--- src/rtl/powlib_busarb.sv ---
// Round-robin bus arbiter with quantum locking: B_WRS writers share one registered
// output stage; an owner keeps the bus for up to Q consecutive beats before rotating.
module powlib_busarb #(
    parameter int    B_WRS = 4,
    parameter int    B_AW  = 2,
    parameter int    B_DW  = 4,
    parameter int    Q     = 4,
    parameter string ID    = "BUSARB",
    parameter int    EDBG  = 0
) (
    input  logic                    clk,
    input  logic                    rst,
    input  logic [B_WRS*B_DW-1:0]   wrdatas,
    input  logic [B_WRS*B_AW-1:0]   wraddrs,
    input  logic [B_WRS-1:0]        wrvlds,
    output logic [B_WRS-1:0]        wrrdys,
    output logic [B_DW-1:0]         rddata,
    output logic [B_AW-1:0]         rdaddr,
    output logic                    rdvld,
    input  logic                    rdrdy,
    output logic [B_WRS-1:0]        rdsel
);

    localparam int PW = (B_WRS > 1) ? $clog2(B_WRS) : 1;
    localparam int CW = (Q > 1) ? $clog2(Q) : 1;

    localparam logic [0:0] IDLE = 1'b0;
    localparam logic [0:0] LOCK = 1'b1;

    localparam logic [CW-1:0] CNT_LAST = CW'(Q - 1);

    logic [0:0]       state;
    logic [PW-1:0]    ptr;
    logic [PW-1:0]    own;
    logic [CW-1:0]    cnt;

    logic             hold;
    logic [PW-1:0]    start;
    logic             found;
    logic [PW-1:0]    g;
    logic             free;
    logic             xfer;
    logic [CW-1:0]    base;
    logic [B_WRS-1:0] sel_nxt;
    int               idx;

    function automatic logic [PW-1:0] wrap_inc(input logic [PW-1:0] v);
        if (int'(v) == B_WRS - 1) begin
            return '0;
        end
        return v + PW'(1);
    endfunction

    // An owner with its valid still up keeps the grant; otherwise search round-robin,
    // starting just past the owner so an early release costs no idle cycle.
    always_comb begin
        hold  = (state == LOCK) && wrvlds[own];
        start = (state == LOCK) ? wrap_inc(own) : ptr;
        found = 1'b0;
        g     = '0;
        idx   = 0;
        if (hold) begin
            found = 1'b1;
            g     = own;
        end else begin
            for (int k = 0; k < B_WRS; k++) begin
                idx = int'(start) + k;
                if (idx >= B_WRS) begin
                    idx = idx - B_WRS;
                end
                if (!found && wrvlds[idx[PW-1:0]]) begin
                    found = 1'b1;
                    g     = idx[PW-1:0];
                end
            end
        end
    end

    always_comb begin
        free    = !rdvld || rdrdy;
        xfer    = found && free;
        base    = hold ? cnt : '0;
        wrrdys  = '0;
        sel_nxt = '0;
        if (found) begin
            wrrdys[g]  = free;
            sel_nxt[g] = 1'b1;
        end
    end

    always_ff @(posedge clk or negedge rst) begin
        if (!rst) begin
            rddata <= '0;
            rdaddr <= '0;
            rdvld  <= 1'b0;
            rdsel  <= '0;
        end else if (xfer) begin
            rddata <= wrdatas[int'(g)*B_DW +: B_DW];
            rdaddr <= wraddrs[int'(g)*B_AW +: B_AW];
            rdvld  <= 1'b1;
            rdsel  <= sel_nxt;
        end else if (rdrdy) begin
            rdvld  <= 1'b0;
        end
    end

    // A newly granted writer counts from zero; the owner continues from its count.
    always_ff @(posedge clk or negedge rst) begin
        if (!rst) begin
            state <= IDLE;
            ptr   <= '0;
            own   <= '0;
            cnt   <= '0;
        end else if (xfer) begin
            if (base == CNT_LAST) begin
                state <= IDLE;
                cnt   <= '0;
                ptr   <= wrap_inc(g);
            end else begin
                state <= LOCK;
                own   <= g;
                cnt   <= base + CW'(1);
            end
        end else if ((state == LOCK) && !wrvlds[own]) begin
            state <= IDLE;
            ptr   <= wrap_inc(own);
            cnt   <= '0;
        end
    end

endmodule

--- config.mk ---
export PLATFORM = sky130hd
export DESIGN_NAME = powlib_busarb
export DESIGN_NICKNAME = d
export VERILOG_FILES = /design/src/rtl/powlib_busarb.sv
export SDC_FILE = /design/constraint.sdc
export NUM_CORES = 1
export LEC_CHECK = 0
export CORE_UTILIZATION = 44
export CTS_CLUSTER_SIZE = 20
export DETAILED_ROUTE_END_ITERATION = 10
export HOLD_SLACK_MARGIN = 0.05
export MAX_ROUTING_LAYER = met4
export PLACE_DENSITY = 0.84
export SLEW_MARGIN = 20
export SYNTH_ARGS = -nofsm -noshare
export SYNTH_HDL_FRONTEND = slang
export SYNTH_SLANG_ARGS = --single-unit
--- constraint.sdc ---
create_clock -name clk -period 4.18 [get_ports clk]
set_input_delay 0.836 -clock clk [delete_from_list [all_inputs] [get_ports clk]]
set_output_delay 0.836 -clock clk [all_outputs]
set_load 0.01 [all_outputs]
==> Word level (Yosys, flattened, before mapping) <==
Index checks and enable logic that the tools add are counted.
Widths: inputs -> output; s select.
{ "totals": {"register_bits": 18, "elab_cells": 113} }
{ "classes": {"add_sub_neg": 10, "magnitude_cmp": 11, "eq_ne": 4, "shift": 2, "n_mux": 59, "bitwise_logic": 2, "n_reduce_logical": 17} }
{ "op_table": {"columns": ["operator", "n"], "rows": [
  ["$mux 2", 26],
  ["$mux 1", 25],
  ["$lt 2x3->1 const B", 6],
  ["$shiftx 16x5->4", 1],
  ["$bmux 1 s2", 5],
  ["$ge 3x3->1 const B", 3],
  ["$mux 4", 2],
  ["$shiftx 8x4->2", 1],
  ["$sub 2x1->2 const B", 4],
  ["$logic_and 1x1->1", 7],
  ["$add 2x1->2 const B", 3],
  ["$add 2x2->3 const B", 2],
  ["$logic_not 1->1", 5],
  ["$and 4x4->4", 1],
  ["$eq 2x1->1 const B", 2],
  ["$reduce_and 2->1", 2],
  ["$reduce_bool 2->1", 2],
  ["$add 2x1->3 const B", 1],
  ["$ge 2x3->1 const B", 1],
  ["$demux 1 s2", 1],
  ["$eq 2x2->1 const B", 1],
  ["$ge 2x1->1 const B", 1],
  ["$ne 2x1->1 const B", 1],
  ["$logic_or 1x1->1", 1],
  ["$not 1->1", 1]
]} }

==> Longest topological paths before layout <==
{ "depth": {"depth_word": 30, "ltp_mapped": 11, "ltp_nobuf": 10} }

==> Worst setup path before layout <==
Ideal clock, no wire load.
{ "synth_path": {"kind": "reg2out", "startpoint": "register own[0]", "endpoint": "output wrrdys[3]", "arrival_ns": 2.672, "required_ns": 3.344, "path_slack_ns": 0.672, "path_stages_with_launch": 11, "path_cell_list": "dfrtp_1 -> ha_1 -> mux2i_1 -> mux2_1 -> or4_4 -> a211oi_4 -> or3_1 -> buf_6 -> inv_2 -> ha_1 -> and2_1"} }
{ "synth_between": {"elab_chain_len": 29, "word_cells_on_any_way": 61, "classes_between": "add/sub: 8; order compare: 6; eq/ne: 1; mux: 37; bitwise: 1; reduce/logical: 8"} }
{ "synth_rtl": {"columns": ["item", "line_no", "rtl"], "rows": [
  ["from (decl)", "34", "logic [PW-1:0] own;"],
  ["from (signal assigned)", "121", "own <= g;"],
  ["branches (longest 28 deep; another with $add 2x1->3)", null, null],
  ["$mux 4 *", "85", "if (found) begin"],
  ["to (decl)", "16", "output logic [B_WRS-1:0] wrrdys,"]
]} }
Every way passes the cells marked *. The select of a mux whose other input is x is not followed.

==> Worst setup path after layout <==
{ "layout_path": {"startpoint": "input wrvlds[2]", "endpoint": "output wrrdys[3]"} }
{ "layout_between": {"elab_chain_len": 22, "word_cells_on_any_way": 37, "classes_between": "order compare: 2; mux: 26; bitwise: 1; reduce/logical: 8"} }
{ "layout_rtl": {"columns": ["item", "line_no", "rtl"], "rows": [
  ["from (decl)", "15", "input logic [B_WRS-1:0] wrvlds,"],
  ["$bmux 1 s2", "71", "if (!found && wrvlds[idx[PW-1:0]]) begin"],
  ["$mux 1 (implied by the code)", "71", null],
  ["$mux 1", "71", null],
  ["$mux 1", "62", "if (hold) begin"],
  ["$logic_not 1->1", "71", null],
  ["$logic_and 1x1->1", "71", null],
  ["$mux 1", "71", null],
  ["$mux 1", "62", null],
  ["[... 6 more ...]", null, null],
  ["$mux 2", "71", null],
  ["$mux 2", "62", null],
  ["$lt 2x3->1 (implied by the code) or $ge 2x1->1 (tied branches)", "86", "wrrdys[g] = free;"],
  ["$logic_and 1x1->1 (implied by the code)", "86", null],
  ["$mux 1 (implied by the code)", "86", null],
  ["$demux 1 s2", "86", null],
  ["$and 4x4->4 (no line)", null, null],
  ["$mux 4 *", "85", null]
]} }
Mark *: on every way between the ends. The rest lies on a longest branch, timed or not. The select of a mux whose other input is x is not followed.

==> out/results.ini <==
[outcome]
status = finished clean

[route]
ant_nets = 0
drtPass1Iterations = 4
dr_total_vias = 1318
drc = 0
viasPerCell = 5.81
post_drt_wl_per_cell_um = 15.8
wl_mm = 3.58
drt_iter0_drc = 29

[cts]
cts_tree = done
numCtsBuffers = 3
clk_latency_ns = 0.30
hold_buffers = 0
cts.sinks = 18
clk_pin_slew_ns = 0.10
clockBufferDepth = 2
cts_max_level = 1
root_buffer = clkbuf_4

[yosys]
yosysTopAreaCell = dfrtp_1
synthAdderAreaFrac = 0.0295
synth_edf_count = 0
synth_seq_cells = 18
synthXorXnorAreaFrac = 0
ys_warn_count = 0
yosysTopAreaCellShare = 0.354
synthMuxAreaShare = 0.154
synth_cell_types = 41
ys_seq_area_frac = 0.354
ys.flop_type = dfrtp_1
netlist_top_cells_area = dfrtp_1 35%, mux2i_1 11%, nand2_1 5.0%
yosysMostFrequentCell = dfrtp_1
synth_compound_area_frac = 0.203
synth_fp_nets = 168
yosys-top-cells-count = 18 x dfrtp_1, 17 x nand2_1, 14 x mux2i_1, 8 x o21ai_0, 7 x nor2_1
synth_top_family_by_area = simple AND/OR/NAND/NOR gates
postSynthAreaPerCell_um2 = 9.51
synth_area_um2 = 1270
yosys.area_share.simple = 0.204
syn_inst = 134
async_reset_ff_frac = 1.00

[die]
core-area_um2 = 2760
die_height_um = 55.8
die_w_um = 55.8
num_rows = 19
initial_core_util = 0.462
die_area_um2 = 3110
ios = 46

[critical_path]
r2r_cells = 10
crit_fanout = 4
reg2reg_from = own[1]
worst-setup-path-type = input port to primary output
crit_required_ns = 3.34
critPathArrivalTime_ns = 3.19
critPathLaunchType = input port
startpoint = wrvlds[2]
worstSetupEndpointType = primary output

[place]
place_congestion = 0.936
io_buffers = 45
dp.cells = 223
dpl.hpwl_mm = 2.76

[pwr]
power_density_nw_per_um2 = 692
finalPower_w = 0.00135
peakVddDrop_uv = 635
power.leakage_nw = 0.925

[layout]
nets = 231
layout-drive-gt1-share = 0.194
fin_util = 0.706
fill_cells = 207
syn_to_final_growth_pct = 52.8
n_antenna_cell = 0
final_cell_count_no_fill = 227

[timing]
finalHoldViolCount = 0
setup_viol = 0
grt_setup_unrepaired = false
min_period_over_period = 0.962
slew_headroom = 0.447
min_period_ns = 4.02
final_max_slew_viol_count = 0
fmax_mhz = 249
finalClockSkew_ns = 0.00299
worstMarginPinSlew_ns = 0.827

[global_routing]
grt_usage = 0.255
grt_pass1_vias = 1452
grt_overflow = 0
grt_first_pass_wirelength_mm = 6.21
grt_max_degree = 19
antenna_found_initial = 0

[hold_path]
hp-start = rddata[3]
hold_path_class = flip-flop to flip-flop
hold_depth = 2

[flow_run]
maxCapViolCount = 0

[registers in the layout, summed over array words and instances (netlist names)]
name,flops
cnt,2
own,2
ptr,2
rdaddr,2
rddata,4
rdsel,4
rdvld,1
state,1
[where the power goes]
group	internal, W	total (W)	switching [W]
Combinational	0.000482	0.000934	0.000452
Sequential	0.000246	0.000304	0.0000578
Clock	0.0000532	0.000110	0.0000564
[critical path: stages]
cell,delay [ns]
clkdlybuf4s50_1,0.46
or3_1,0.40
nor4_2,0.17
a31oi_1,0.09
buf_4,0.16
a211oi_4,0.24
or3_4,0.18
inv_2,0.05
ha_1,0.18
and2_1,0.15
dlygate4sd2_1,0.28
[stage by stage]
step / TNS [ns] / setup slack, ns / hold slack (ns) / cell area (um2)
CTS: 0 / 0.00529 / 0.498 / 1920
detailed placement: -0.465 / -0.148 / 0.473 / 1850
finish: 0 / 0.158 / 0.494 / 1950
global route: 0 / 0.0353 / 0.516 / 1950
floorplan: 0 / 0.672 / 0.458 / 1270
global placement: -0.210 / -0.0807 / 0.460 / 1850
[area by class of cell]
| class | instances | area, um2 | share of cell area |
|---|---|---|---|
| multi-input cells | 106 | 802 | 0.412 |
| repair buffers | 64 | 604 | 0.310 |
| well taps | 31 | 38.8 | 0.0199 |
| flip-flops and latches | 18 | 450 | 0.231 |
| clock buffers | 4 | 36.3 | 0.0186 |
| inverters | 4 | 15.0 | 0.00771 |
[what timing repair did]
| action | in CTS | in global routing |
|---|---|---|
| buffers inserted | 0 | 0 |
| pin swaps | 0 | 1 |
| setup endpoints to repair | 4 | 4 |
| resized for setup | 8 | 7 |
| cloned | 0 | 0 |
[logic make-up (layout without fill, tap and decap cells)]
group | count (synthesis) | after routing
AO/OA/AOI/OAI | 35 | 35
adder cells (fa/ha/maj) | 3 | 3
buffers and inverters | 10 | 72
flip-flops | 18 | 18
multiplexers | 18 | 18
AND/OR/NAND/NOR | 50 | 50
[routing by layer]
layer	up-vias	track usage	part of all wire	routed length [um]
met5	-	-	0	0
met3	9	0.0372	0.051	183
met4	0	0.107	0.018	63
li1	629	-	-	-
met2	45	0.466	0.52	1860
met1	635	0.273	0.41	1470
[cell usage in the layout (no fill, tap or decap), drive strengths merged, types with 3 or more instances in the layout]
| cell type | netlist | layout |
|---|---|---|
| dlygate4sd2 | 0 | 3 |
| dfrtp | 18 | 18 |
| and2 | 3 | 3 |
| mux2 | 3 | 3 |
| clkbuf | 1 | 4 |
| dlymetal6s2s | 0 | 3 |
| nor3 | 3 | 3 |
| o221ai | 6 | 6 |
| nand2 | 17 | 17 |
| a21o | 4 | 4 |
| clkdlybuf4s50 | 0 | 39 |
| o21ai | 10 | 10 |
| nand3 | 3 | 3 |
| ha | 3 | 3 |
| mux2i | 14 | 14 |
| inv | 4 | 4 |
| buf | 5 | 19 |
| nor2b | 5 | 5 |
| nor2 | 7 | 7 |
| or3 | 5 | 5 |
[path summary, 6_finish.rpt]
check	endpoint	slack [ns]
max	wrrdys[3]	0.16
min	rddata[3]	0.49
max reg2reg	ptr[0]	1.06
min reg2reg	rddata[3]	0.49
max in group asynchronous	rdvld	2.67
min in group asynchronous	rdsel[0]	1.00
Note: power is estimated with default switching activity, not from simulation.
